===== config.mk =====
export PLATFORM = sky130hd
export DESIGN_NAME = instr_issue
export DESIGN_NICKNAME = d
export VERILOG_FILES = /design/src/rtl/instr_issue.sv
export SDC_FILE = /design/constraint.sdc
export NUM_CORES = 1
export LEC_CHECK = 0
export ABC_CLOCK_PERIOD_IN_PS = 4500
export CAP_MARGIN = 20
export CORE_MARGIN = 4
export CORE_UTILIZATION = 31
export CTS_CLUSTER_DIAMETER = 120
export CTS_CLUSTER_SIZE = 16
export DETAILED_ROUTE_END_ITERATION = 8
export SYNTH_ARGS = -nofsm -noshare
export SYNTH_HDL_FRONTEND = slang
export SYNTH_SLANG_ARGS = --single-unit

===== constraint.sdc =====
create_clock -name clk -period 4.5 [get_ports clk]
set_clock_uncertainty 0.15 [all_clocks]
set_input_delay 0.9 -clock clk [delete_from_list [all_inputs] [get_ports clk]]
set_output_delay 0.9 -clock clk [all_outputs]
set_load 0.02 [all_outputs]

===== src/rtl/instr_issue.sv =====
// -----------------------------------------------------------------------------
// instr_issue
//   Sits upstream of the control FSM. Buffers 16-bit instructions in a small
//   FIFO and holds the instruction being executed in the instruction register
//   (IR). It starts the controller with a one-cycle s pulse and keeps IR
//   stable until the controller signals completion with w. It also decodes IR
//   fields and maps the controller's one-hot nsel onto the register-file
//   readnum/writenum ports.
//
//   Optional feature macro: ISSUE_ILLEGAL_TRAP_EN
//     When defined, popped words whose {opcode,op} is not legal are dropped
//     rather than issued, and the sticky err_illegal output is raised.
//
// Ports
//   clk       in   rising-edge clock
//   reset     in   asynchronous active-low reset
//   in_valid  in   producer offers in_instr
//   in_instr  in   16-bit instruction word
//   in_ready  out  FIFO can accept a word (not full)
//   w         in   controller completion pulse
//   nsel      in   controller one-hot select {Rn,Rd,Rm}
//   s         out  one-cycle start pulse to the controller
//   opcode    out  IR[15:13]
//   op        out  IR[12:11]
//   ALUop     out  IR[12:11]
//   shift     out  IR[4:3]
//   sximm8    out  sign-extended IR[7:0]
//   sximm5    out  sign-extended IR[4:0]
//   readnum   out  register number selected by nsel
//   writenum  out  register number selected by nsel
//   busy      out  an instruction is starting or executing
//   fifo_cnt  out  FIFO occupancy 0..DEPTH
//   err_illegal out (ISSUE_ILLEGAL_TRAP_EN only) sticky illegal-word flag
// -----------------------------------------------------------------------------
module instr_issue #(
    parameter int DEPTH = 4,
    parameter int AW    = 2
) (
    input  logic          clk,
    input  logic          reset,
    input  logic          in_valid,
    input  logic [15:0]   in_instr,
    output logic          in_ready,
    input  logic          w,
    input  logic [2:0]    nsel,
    output logic          s,
    output logic [2:0]    opcode,
    output logic [1:0]    op,
    output logic [1:0]    ALUop,
    output logic [1:0]    shift,
    output logic [15:0]   sximm8,
    output logic [15:0]   sximm5,
    output logic [2:0]    readnum,
    output logic [2:0]    writenum,
    output logic          busy,
`ifdef ISSUE_ILLEGAL_TRAP_EN
    output logic          err_illegal,
`endif
    output logic [AW:0]   fifo_cnt
);

    typedef enum logic [1:0] {
        S_IDLE  = 2'd0,
        S_START = 2'd1,
        S_EXEC  = 2'd2
    } state_t;

    localparam logic [AW:0] FULL_CNT = DEPTH[AW:0];

    state_t          state_reg, state_next;
    logic [15:0]     mem [DEPTH];
    logic [AW-1:0]   wptr_reg, rptr_reg;
    logic [AW:0]     cnt_reg;
    logic [15:0]     ir_reg;
    logic [15:0]     head;
    logic            full, push, pop_en, head_legal, load_ir;
    logic [2:0]      regsel;

    assign full     = (cnt_reg == FULL_CNT);
    assign in_ready = ~full;
    // Acceptance depends only on full; a same-cycle pop never frees a slot early.
    assign push     = in_valid & ~full;
    assign head     = mem[rptr_reg];
    assign pop_en   = ((state_reg == S_IDLE) | ((state_reg == S_EXEC) & w))
                      & (cnt_reg != '0);

`ifdef ISSUE_ILLEGAL_TRAP_EN
    assign head_legal = ((head[15:13] == 3'b110) &
                         ((head[12:11] == 2'b10) | (head[12:11] == 2'b00)))
                      | (head[15:13] == 3'b101);
`else
    assign head_legal = 1'b1;
`endif

    // A popped word is only loaded into IR (and issued) when legal; an illegal
    // word is consumed from the FIFO and discarded.
    assign load_ir = pop_en & head_legal;

    // FIFO storage: no reset, contents are qualified by the pointers/count.
    always_ff @(posedge clk) begin
        if (push) begin
            mem[wptr_reg] <= in_instr;
        end
    end

    always_ff @(posedge clk or negedge reset) begin
        if (!reset) begin
            wptr_reg  <= '0;
            rptr_reg  <= '0;
            cnt_reg   <= '0;
            ir_reg    <= 16'h0000;
            state_reg <= S_IDLE;
        end else begin
            state_reg <= state_next;
            if (push) begin
                wptr_reg <= wptr_reg + 1'b1;
            end
            if (pop_en) begin
                rptr_reg <= rptr_reg + 1'b1;
            end
            if (load_ir) begin
                ir_reg <= head;
            end
            case ({push, pop_en})
                2'b10:   cnt_reg <= cnt_reg + 1'b1;
                2'b01:   cnt_reg <= cnt_reg - 1'b1;
                default: cnt_reg <= cnt_reg;
            endcase
        end
    end

`ifdef ISSUE_ILLEGAL_TRAP_EN
    always_ff @(posedge clk or negedge reset) begin
        if (!reset) begin
            err_illegal <= 1'b0;
        end else if (pop_en & ~head_legal) begin
            err_illegal <= 1'b1;
        end
    end
`endif

    always_comb begin
        state_next = state_reg;
        case (state_reg)
            S_IDLE:  if (load_ir) state_next = S_START;
            S_START: state_next = S_EXEC;
            // On completion either issue the next word back-to-back or go
            // idle (also when the next word was dropped as illegal).
            S_EXEC:  if (w) state_next = load_ir ? S_START : S_IDLE;
            default: state_next = S_IDLE;
        endcase
    end

    assign s        = (state_reg == S_START);
    assign busy     = (state_reg != S_IDLE);
    assign fifo_cnt = cnt_reg;

    assign opcode = ir_reg[15:13];
    assign op     = ir_reg[12:11];
    assign ALUop  = ir_reg[12:11];
    assign shift  = ir_reg[4:3];
    assign sximm8 = {{8{ir_reg[7]}}, ir_reg[7:0]};
    assign sximm5 = {{11{ir_reg[4]}}, ir_reg[4:0]};

    always_comb begin
        regsel = 3'b000;
        case (nsel)
            3'b100:  regsel = ir_reg[10:8];
            3'b010:  regsel = ir_reg[7:5];
            3'b001:  regsel = ir_reg[2:0];
            default: regsel = 3'b000;
        endcase
    end

    assign readnum  = regsel;
    assign writenum = regsel;

endmodule

==> flow_metrics.tcl <==
set metrics [dict create \
    fin_ws_ns 0.753 \
    irDropWorstVdd_mv 0.179 \
    postPlaceCellArea_um2 4490 \
    startpoint "nsel[1]" \
    endpoint "writenum[1]" \
    first_pass_iters 4 \
    synthMuxAreaShare_pct 16.0 \
    place_ws_ns 0.759 \
    syn_nets 247 \
    antenna_found_initial 0 \
    syn_area_um2 3890 \
    cts_buffers 9 \
    ys_seq_area_share_pct 65.4 \
    cts.sinks 89 \
    io_buffers 75 \
    synth_area_per_cell_um2 17.9 \
    synth_top_family_by_area "multiplexers" \
    grt_max_degree 26 \
    ys_ff_latch 89 \
    routed_wl_um 6980 \
    start_kind "primary input" \
    power_density_nw_per_um2 743 \
    htreeDepth 3 \
    p_leak_nw 1.74 \
    synth_edf_count 64 \
    arrival_ns 2.70 \
    drive_above_1_share_pct 17.9 \
    synth-main-ff-cell "edfxtp_1" \
    drc 0 \
    core_um2 12200 \
    drt_iter0_markers 62 \
    cts_hold_buf 0 \
    period_share_pct 83.3 \
    postRouteAntennaNets 0 \
    synth.distinct_cells 33 \
    cp_max_fo 3 \
    min_period_ns 3.75 \
    cp.required_ns 3.45 \
    vias 1879 \
    maxCapViolations 0 \
    critPathKind "primary input to output port" \
    largest_register_ffs 64 \
    antenna_cells 0 \
    hpwlAfterDp_um 4530 \
    rows 40 \
    overflow 0 \
    area_delta_synth_final_pct 22.9 \
    avgRoutedWirePerCell_um 16.2 \
    pin_count 76 \
    wirelength_met1_um 2950 \
    clockRootBuffer "clkbuf_16" \
    die_y_um 120 \
    rr_worst_depth 9 \
    die_w_um 120 \
    syn_inst 218 \
    r2r-end "fifo_cnt[2]" \
    status "finished, final reports clean" \
    report.final.setup_viol 0 \
    gp_congestion 0.698 \
    synthSimpleGateAreaFrac_pct 3.50 \
    path_clk_slew_ns 0.06 \
    r2r-start "fifo_cnt[0]" \
    slew_viol_final 0 \
    wl_met3_um 328 \
    setup_tns_ns 0 \
    cts_tree "yes" \
    routed_via_density 4.37 \
    async_flop_share_pct 28.1 \
    grt_usage_pct 10.2 \
    hold_violations 0 \
    min_path_type "flip-flop to flip-flop" \
    tightest_slew_ns 0.974 \
    grt_pass1_vias 1995 \
    yosys_warnings 0 \
    die_area_um2 14400 \
    grt_pass1_wl_um 11000 \
    cts_resized 0 \
    synth_compound_area_share_pct 1.16 \
    synth_xor_xnor_area_share_pct 1.35 \
    highest_layer "met4" \
    postCtsSetupRepairBufs 0 \
    wl_met2_um 3590 \
    max_freq_ghz 0.267 \
    yosys.area_share.adder_pct 2.12 \
    maxSlewHeadroom_pct 35.0 \
    rsz0062_at_grt "no" \
    cp-end-kind "output port" \
    insertion_delay_ns 0.33 \
    r2r_setup_slack_ns 2.12 \
    finalInstanceArea_um2 4780 \
    floorplan.initialDensity_pct 32.0 \
    nNetsFinal 287 \
    clock_path_buffers 2 \
]
==> cell families (layout without fill, tap and decap cells) <==
group	Yosys count	count (layout)
flops	89	89
buf+inv	56	100
mux	34	34
simple gates	20	20
compound gates	7	7
fa+ha+maj	6	6
xor+xnor	6	6
==> power breakdown <==
group / leakage (nW) / internal (mW) / switching, mW
combinational: 0.730 / 0.833 / 0.705
clock: 0.132 / 0.373 / 0.299
sequential: 0.880 / 1.14 / 0.205
total: 1.74 / 2.34 / 1.21
==> routing by layer <==
metal	vias to the layer above	global-route usage, %
met4	0	4.37
li1	853	-
met3	9	2.17
met2	63	17.7
met5	-	0
met1	954	12.1
==> cells in the mapped netlist (all sizes together), types with 4 or more instances <==
master / number / area share (%)
edfxtp: 64 / 49
buf: 48 / 9.7
dfrtp: 25 / 16
mux2: 17 / 5.7
mux4: 16 / 10
inv: 7 / 0.67
ha: 5 / 1.6
and3: 4 / 0.64
xor2: 4 / 0.90
==> critical path, cell delays in order <==
cell             delay (ns)
clkdlybuf4s50_1        0.49
nor2b_1                0.25
a22oi_1                0.14
o21ai_0                0.25
clkdlybuf4s50_1        0.67
==> placed cells by master, fill, tap and decap left out, drive strengths merged, types with 4 or more instances in the layout <==
master,n
and3,4
clkbuf,9
clkdlybuf4s50,75
clkinv,4
dfrtp,25
edfxtp,64
ha,5
inv,8
mux2,17
mux4,16
xor2,4
==> through the flow <==
stage          instances  utilization (%)  hold slack (ns)  power [mW]
2_1_floorplan        218                -            0.331        2.53
3_3_place_gp         414             36.9            0.355        2.87
3_5_place_dp         414             36.9            0.348        2.90
4_1_cts              429             39.1            0.369        3.58
5_1_grt              430             39.3            0.390        3.76
6_report             430             39.3            0.367        3.55
==> how the worst min path moves through the flow <==
| stage | slack [ns] | cells past startpoint | startpoint | end |
|---|---|---|---|---|
| after detailed placement | 0.35 | 1 | ir_reg[14] | ir_reg[14] |
| after global placement | 0.35 | 1 | ir_reg[14] | ir_reg[14] |
| after floorplan | 0.33 | 1 | ir_reg[10] | ir_reg[10] |
| after global routing | 0.39 | 1 | ir_reg[14] | ir_reg[14] |
| final | 0.37 | 1 | ir_reg[8] | ir_reg[8] |
| after CTS | 0.37 | 1 | ir_reg[14] | ir_reg[14] |
==> layout make-up <==
class | count | area, um^2
fillers | 1102 | 7380
clock inverters | 6 | 43.8
well taps | 168 | 210
flip-flops and latches | 89 | 2550
repair buffers | 78 | 793
clock buffers | 9 | 225
multi-input cells | 73 | 938
inverters | 7 | 26.3
Note: power is estimated with default switching activity, not from simulation.
